File: config.mk
export PLATFORM = sky130hd
export DESIGN_NAME = regfile_writeback
export DESIGN_NICKNAME = d
export VERILOG_FILES = /design/src/rtl/wb_pkg.sv /design/src/rtl/wb_fifo.sv /design/src/rtl/regfile_writeback.sv
export SDC_FILE = /design/constraint.sdc
export NUM_CORES = 1
export LEC_CHECK = 0
export CAP_MARGIN = 0
export CORE_AREA = 2 2 191 193
export CTS_BUF_LIST = sky130_fd_sc_hd__clkbuf_16
export DETAILED_ROUTE_END_ITERATION = 8
export DIE_AREA = 0 0 193 195
export GPL_ROUTABILITY_DRIVEN = 0
export PLACE_DENSITY = 0.57
export SYNTH_ARGS = -nofsm -noshare
export SYNTH_HDL_FRONTEND = slang
export SYNTH_SLANG_ARGS = --single-unit
File: constraint.sdc
create_clock -name clk -period 4.05 [get_ports clk]
set_input_delay 0.6075 -clock clk [delete_from_list [all_inputs] [get_ports clk]]
set_output_delay 0.6075 -clock clk [all_outputs]
set_load 0.01 [all_outputs]
File: src/rtl/wb_pkg.sv
// Shared types and constants for the register-file writeback block.
//   XLEN / REG_AW : datapath and register-address widths
//   ZERO_REG      : hard-wired zero register, writes to it are dropped
//   wb_entry_t    : one buffered result {rd, data}
//   gnt_e         : arbitration outcome for the single write port
package wb_pkg;
  localparam int XLEN   = 32;
  localparam int REG_AW = 5;
  localparam logic [REG_AW-1:0] ZERO_REG = '0;

  typedef struct packed {
    logic [REG_AW-1:0] rd;
    logic [XLEN-1:0]   data;
  } wb_entry_t;

  typedef enum logic [1:0] {GNT_NONE, GNT_ALU, GNT_LSU} gnt_e;
endpackage

File: src/rtl/wb_fifo.sv
// Small FIFO of writeback entries.
//   clk, rst_n     : clock, async active-low reset (empties the FIFO)
//   push_i, din_i  : enqueue (caller guarantees !full_o)
//   pop_i          : dequeue head (caller guarantees !empty_o)
//   full_o/empty_o : occupancy flags
//   head_o         : oldest entry
//   ent_o, vld_o   : every slot in age order, index 0 = oldest, for forwarding
module wb_fifo
  import wb_pkg::*;
#(
  parameter int DEPTH = 2
) (
  input  logic            clk,
  input  logic            rst_n,
  input  logic            push_i,
  input  wb_entry_t       din_i,
  input  logic            pop_i,
  output logic            full_o,
  output logic            empty_o,
  output wb_entry_t       head_o,
  output wb_entry_t       ent_o [DEPTH],
  output logic [DEPTH-1:0] vld_o
);
  localparam int AW = $clog2(DEPTH);

  wb_entry_t     mem_q [DEPTH];
  logic [AW:0]   wptr_q, rptr_q;
  logic [AW:0]   cnt;

  // Pointers carry one extra wrap bit so full and empty are distinguishable.
  assign cnt     = wptr_q - rptr_q;
  assign full_o  = (cnt == (AW+1)'(DEPTH));
  assign empty_o = (cnt == '0);
  assign head_o  = mem_q[rptr_q[AW-1:0]];

  always_ff @(posedge clk or negedge rst_n) begin
    if (!rst_n) begin
      wptr_q <= '0;
      rptr_q <= '0;
    end else begin
      if (push_i) wptr_q <= wptr_q + 1'b1;
      if (pop_i)  rptr_q <= rptr_q + 1'b1;
    end
  end

  // Payload storage needs no reset; validity comes from the pointers.
  always_ff @(posedge clk) begin
    if (push_i) mem_q[wptr_q[AW-1:0]] <= din_i;
  end

  for (genvar i = 0; i < DEPTH; i++) begin : g_slot
    localparam logic [AW-1:0] OFF = AW'(i);
    assign ent_o[i] = mem_q[rptr_q[AW-1:0] + OFF];
    assign vld_o[i] = (cnt > (AW+1)'(i));
  end
endmodule

File: src/rtl/regfile_writeback.sv
// Write-side master for the register file's single write port.
//   alu_* / lsu_*   : producer valid/ready result channels, each into a FIFO
//   WriteRegNum/Data/RegWrite : registered write port (RegWrite=0 for x0)
//   fwd_rs1/2 -> fwd_hit1/2, fwd_data1/2 : youngest pending value lookup
//   busy            : any buffered entry or a write in flight
// LSU wins the port by default; the ALU wins when the LSU FIFO is empty or
// after STARVE_LIMIT consecutive losses.
module regfile_writeback #(
  parameter int DEPTH        = 2,
  parameter int STARVE_LIMIT = 4,
  parameter int XLEN         = wb_pkg::XLEN,
  parameter int REG_AW       = wb_pkg::REG_AW
) (
  input  logic              clk,
  input  logic              rst_n,
  input  logic              alu_valid,
  output logic              alu_ready,
  input  logic [REG_AW-1:0] alu_rd,
  input  logic [XLEN-1:0]   alu_data,
  input  logic              lsu_valid,
  output logic              lsu_ready,
  input  logic [REG_AW-1:0] lsu_rd,
  input  logic [XLEN-1:0]   lsu_data,
  output logic [REG_AW-1:0] WriteRegNum,
  output logic [XLEN-1:0]   WriteRegData,
  output logic              RegWrite,
  input  logic [REG_AW-1:0] fwd_rs1,
  output logic              fwd_hit1,
  output logic [XLEN-1:0]   fwd_data1,
  input  logic [REG_AW-1:0] fwd_rs2,
  output logic              fwd_hit2,
  output logic [XLEN-1:0]   fwd_data2,
  output logic              busy
);
  import wb_pkg::*;

  localparam int SW = $clog2(STARVE_LIMIT + 1);
  localparam logic [SW-1:0] LIM = SW'(STARVE_LIMIT);

  wb_entry_t        alu_head, lsu_head, win;
  wb_entry_t        alu_ent [DEPTH];
  wb_entry_t        lsu_ent [DEPTH];
  logic [DEPTH-1:0] alu_vld, lsu_vld;
  logic             alu_full, alu_empty, lsu_full, lsu_empty;
  logic             alu_push, lsu_push;
  gnt_e             gnt;

  logic [SW-1:0]     starve_q, starve_d;
  logic              rw_q, rw_d;
  logic [REG_AW-1:0] num_q, num_d;
  logic [XLEN-1:0]   data_q, data_d;

  assign alu_ready = !alu_full;
  assign lsu_ready = !lsu_full;
  assign alu_push  = alu_valid && alu_ready;
  assign lsu_push  = lsu_valid && lsu_ready;

  wb_fifo #(.DEPTH(DEPTH)) u_alu_fifo (
    .clk(clk), .rst_n(rst_n),
    .push_i(alu_push), .din_i('{rd: alu_rd, data: alu_data}),
    .pop_i(gnt == GNT_ALU), .full_o(alu_full), .empty_o(alu_empty),
    .head_o(alu_head), .ent_o(alu_ent), .vld_o(alu_vld)
  );

  wb_fifo #(.DEPTH(DEPTH)) u_lsu_fifo (
    .clk(clk), .rst_n(rst_n),
    .push_i(lsu_push), .din_i('{rd: lsu_rd, data: lsu_data}),
    .pop_i(gnt == GNT_LSU), .full_o(lsu_full), .empty_o(lsu_empty),
    .head_o(lsu_head), .ent_o(lsu_ent), .vld_o(lsu_vld)
  );

  always_comb begin
    gnt = GNT_NONE;
    if (!alu_empty && (lsu_empty || starve_q == LIM)) gnt = GNT_ALU;
    else if (!lsu_empty)                              gnt = GNT_LSU;
  end

  // Counts ALU losses only while the ALU actually has something waiting.
  always_comb begin
    starve_d = starve_q;
    if (gnt == GNT_ALU)
      starve_d = '0;
    else if (gnt == GNT_LSU && !alu_empty && starve_q != LIM)
      starve_d = starve_q + 1'b1;
  end

  assign win = (gnt == GNT_ALU) ? alu_head : lsu_head;

  always_comb begin
    rw_d   = 1'b0;
    num_d  = num_q;
    data_d = data_q;
    if (gnt != GNT_NONE) begin
      num_d  = win.rd;
      data_d = win.data;
      rw_d   = (win.rd != ZERO_REG);
    end
  end

  always_ff @(posedge clk or negedge rst_n) begin
    if (!rst_n) begin
      starve_q <= '0;
      rw_q     <= 1'b0;
      num_q    <= '0;
      data_q   <= '0;
    end else begin
      starve_q <= starve_d;
      rw_q     <= rw_d;
      num_q    <= num_d;
      data_q   <= data_d;
    end
  end

  assign RegWrite     = rw_q;
  assign WriteRegNum  = num_q;
  assign WriteRegData = data_q;
  assign busy         = !alu_empty || !lsu_empty || rw_q;

  // Scan oldest to youngest so the last match wins: output register first,
  // then FIFO slots in age order. A given rd lives in at most one FIFO.
  logic [REG_AW-1:0] rs  [2];
  logic              hit [2];
  logic [XLEN-1:0]   fd  [2];

  assign rs[0] = fwd_rs1;
  assign rs[1] = fwd_rs2;

  always_comb begin
    for (int p = 0; p < 2; p++) begin
      hit[p] = 1'b0;
      fd[p]  = '0;
      if (rs[p] != ZERO_REG) begin
        if (rw_q && num_q == rs[p]) begin
          hit[p] = 1'b1;
          fd[p]  = data_q;
        end
        for (int i = 0; i < DEPTH; i++) begin
          if (alu_vld[i] && alu_ent[i].rd == rs[p]) begin
            hit[p] = 1'b1;
            fd[p]  = alu_ent[i].data;
          end
          if (lsu_vld[i] && lsu_ent[i].rd == rs[p]) begin
            hit[p] = 1'b1;
            fd[p]  = lsu_ent[i].data;
          end
        end
      end
    end
  end

  assign fwd_hit1  = hit[0];
  assign fwd_data1 = fd[0];
  assign fwd_hit2  = hit[1];
  assign fwd_data2 = fd[1];
endmodule

==> metrics.md <==
| Metric | Value |
|---|---|
| Aggregate negative setup slack | `0 ns` |
| Antenna viol nets, final | `0` |
| Post-DR vias/cell | `approximately 5.8` |
| Post-layout power | `12.7 mW` |
| Run status | `complete, no violations` |
| Combined area of the multi-input logic cells | `5610 sq um` |
| Routed via count | `9853` |
| Number of global-route vias before repair | `10000` |
| Clock latency on the worst-skew pair | `0.45 ns` |
| Async SR Flop Fraction | `around 25%` |
| Effective utilization at floorplan | `about a third` |
| Largest cells by area after synthesis | `edfxtp_1 (38%), mux2i_1 (12%), dfrtp_1 (11%), a32o_1 (5.4%), nand2_1 (5.0%)` |
| Sequential fraction of the synthesis area | `48.6%` |
| Wire length per cell after detailed routing | `about 25 um` |
| Layout area overhead | `30.8%` |
| H-tree Lvls | `4` |
| Source of the worst register-to-register timing path | `u_alu_fifo.rptr_q[0]$_DFFE_PN0P_` |
| Post-synth EDFFs | `~150` |
| Hold violation count in the final report | `0` |
| Clock transition time at the flip-flop clock pins of the worst setup and hold paths | `0.08 ns` |
| Layout cells sized above 1 | `13.8%` |
| Hold buffers post-CTS | `0` |
| Core Rows | `69` |
| Path depth of the worst reg2reg path | `6` |
| Mapped Avg Cell Area | `roughly 11 sq um` |
| Y dimension of the die | `195 um` |
| Critical Path Slowest Stage Cell | `dfrtp_4` |
| Clk buf depth | `2` |
| Number of remaining DRC errors | `0` |
| Slew of the pin with the lowest slew margin | `roughly 0.9 ns` |
| Count of pins on the block boundary | `roughly 200` |
| CTS Buf Count | `17` |
| Worst Setup End Kind | `output port` |
| Detail Placement HPWL | `~29 mm` |
| PortBufs | `194` |
| Yosys top cell by area | `edfxtp_1` |
| Die outline width | `193 um` |
| Sequential cell area | `5680 sq um` |
| Setup repair after global routing missed its margin | `no` |
| Total leakage power | `5.76 nW` |
| Max-slew violation total from the final report | `0` |
| Kind of cell adding the most delay to the critical path | `simple AND/OR/NAND/NOR gates` |
| Number of unique standard cell types used by synthesis | `50` |
| Startpoint Class | `flip-flop` |
| Worst path cell trace | `buf_6, mux2i_4, xnor2_1, or4_4, or2_4, nor3b_4, buf_4, buf_12, a32o_1, dlygate4sd2_1` |
| Total length of routed wires | `43.2 mm` |
| Most used flip-flop cell after synthesis | `edfxtp_1` |
| DRC violation total after the first TritonRoute iteration | `around 900` |
| Global-route wire length before repair | `63.7 mm` |
| Type of the most critical hold path | `in -> async` |
| Core region area | `35400 sq um` |
| Buffer cell driving the clock tree root | `clkbuf_16` |
| Synth Instances | `1036` |
| Pin count of the biggest net entering global routing | `61` |
| Post-layout minimum cycle time | `3.98 ns` |
| Maximum clock skew at final layout | `0.0116 ns` |
| Nets@finish | `1326` |
| Clk sink count | `197` |
| Total buffers and inverters traversed by the critical path | `4` |
| Synthesized cell area | `11700 sq um` |
| TritonCTS clock tree | `yes` |
| Global route total overflow | `0` |
| Peak fanout along the critical path | `19` |
| Portion of synthesized cell area occupied by the leading cell type | `38.1%` |
| Tightest hold margin | `0.288 ns` |
| Total global routing track utilization | `23.0%` |
| Slew HR | `between 30% and 40%` |
| Layout fillers | `3348` |
| Mapped Nets | `1128` |
| Count of TritonRoute iterations in the first routing pass | `6` |
| # Max-Cap Violations | `0` |
| Synth warn | `0` |
| Power density normalized to cell area | `836 nW/um^2` |
| Critical path data arrival time | `3.37 ns` |
| Synthesis-stage register bit count | `around 200` |
| Number of antenna violations at the first check in global routing | `1` |
| Count of endpoints failing setup in the final report | `0` |
| Maximum clock frequency | `251 MHz` |
| Worst setup path class | `reg -> out` |
| Largest stage delay on the critical path | `roughly 0.58 ns` |
| Endpoint of the worst register-to-register path | `u_alu_fifo.mem_q[0][1]$_DFFE_PP_` |
| Peak VDD IR | `409 uV` |
| Final worst path period share | `98.2%` |
| Die Area | `37600 sq um` |
| Worst EP required | `3.44 ns` |
| FF-to-FF setup slack | `1.31 ns` |
==> cell families after synthesis <==
family | Yosys count | share of synthesized area (%)
buffers and inverters | 113 | 4.51
multiplexers | 152 | 13.5
AND/OR/NAND/NOR | 272 | 11.3
AO/OA/AOI/OAI | 237 | 17.0
flip-flops | 197 | 48.6
adder cells (fa/ha/maj) | 4 | 0.429
XOR/XNOR | 61 | 4.70
==> Yosys cell counts, types with 2 or more instances <==
library cell	instances
buf_2	21
or4_1	2
inv_1	4
nand2_1	154
nor2b_1	3
mux2_2	2
xor2_1	21
or2_1	3
nor3_2	2
clkbuf_1	65
and3_1	4
o21ai_0	7
nand2b_1	2
nor4_1	6
nor3_1	35
mux2i_1	145
dfrtp_1	49
mux2i_4	3
mux2i_2	2
a311o_1	31
o22ai_1	63
buf_1	13
nand3_1	6
and2_1	4
nor2_1	11
o221ai_1	32
edfxtp_1	148
buf_6	10
xnor2_1	39
o211ai_1	33
ha_1	4
a32o_1	63
nand3b_1	32
==> registers in the layout, summed over array words and instances, names as in the netlist <==
| register | flops |
|---|---|
| u_alu_fifo.mem_q | 74 |
| u_lsu_fifo.wptr_q | 2 |
| u_alu_fifo.wptr_q | 2 |
| starve_q | 3 |
| WriteRegNum | 5 |
| WriteRegData | 32 |
| u_alu_fifo.rptr_q | 2 |
| RegWrite | 1 |
| u_lsu_fifo.rptr_q | 2 |
| u_lsu_fifo.mem_q | 74 |
==> layout by cell type, fill, tap and decap left out, types with 3 or more instances in the layout <==
master	n
mux2i_4	6
o21ai_0	7
clkdlybuf4s50_1	127
inv_1	5
edfxtp_1	148
dlygate4sd2_1	61
nand2_1	151
o221ai_1	32
a311o_1	31
buf_4	74
and2_1	3
nor2_1	6
o22ai_1	63
nor2_4	5
ha_1	4
dfrtp_1	47
clkinvlp_4	3
and3_2	3
buf_12	17
xor2_1	21
nor3_1	35
nand3_1	4
xnor2_1	39
nand3b_1	32
nor2b_1	3
clkbuf_16	17
mux2i_1	143
inv_6	5
dlymetal6s2s_1	3
a32o_1	58
nand2_2	3
nand3_2	3
a32o_2	5
o211ai_1	33
nor4_1	5
==> routing by layer <==
| layer | part of all wire (%) | GRT usage [%] |
|---|---|---|
| met1 | 43 | 30.7 |
| met3 | 7.3 | 4.89 |
| met2 | 48 | 37.8 |
| met4 | 1.9 | 6.12 |
| met5 | 0.030 | 0 |
==> repair_timing <==
action,in CTS,in global routing
setup buffers,12,3
setup endpoints to repair,66,7
pin swaps,5,2
cloned,1,0
resized for setup,76,11
==> layout make-up <==
cell class	count	share of cell area, %
Multi-Input combinational cell	727	36.8
Clock inverter	15	0.952
Clock buffer	17	2.79
Timing Repair Buffer	287	18.3
Inverter	4	0.0985
Sequential cell	197	37.2
Antenna cell	1	0.0164
Tap cell	461	3.78
==> worst reg2reg max path: stages, from the launching register on <==
cell and delay [ns]:
dfrtp_4 0.57, ha_1 0.24, xnor3_1 0.31, nand2b_1 0.17
nand2_1 0.17, nor2_4 0.59, buf_4 0.37
==> per-stage QoR <==
step	cells	setup WS [ns]	instance area, sq um	utilization (%)
final	1709	0.0732	15200	43.1
after CTS	1705	0.0155	15200	42.9
after floorplan	1036	0.849	11700	-
after global placement	1660	-0.0437	14500	41.1
after detailed placement	1660	0.00227	14500	41.1
after global routing	1708	0.00993	15200	43.1
==> power by group <==
group	leakage (nW)	internal, mW	switching [mW]
sequential	1.96	3.07	0.595
clock	0.276	0.866	0.838
combinational	3.52	3.13	4.25
total	5.76	7.06	5.69
==> worst max path at each step <==
stage	to	cells after the start	from	slack, ns
global route	fwd_data2[0]	10	u_lsu_fifo.rptr_q[0]$_DFFE_PN0N_	0.01
global placement	fwd_data1[16]	9	fwd_rs1[4]	-0.04
detailed placement	fwd_data1[16]	9	fwd_rs1[4]	0.002
floorplan	u_alu_fifo.mem_q[1][0]$_DFFE_PP_	6	u_alu_fifo.wptr_q[0]$_DFFE_PN0P_	0.85
finish	fwd_data1[16]	10	u_lsu_fifo.rptr_q[0]$_DFFE_PN0N_	0.07
CTS	fwd_hit2	8	u_lsu_fifo.rptr_q[0]$_DFFE_PN0N_	0.02
No activity file was read; power rests on OpenSTA's default activity.
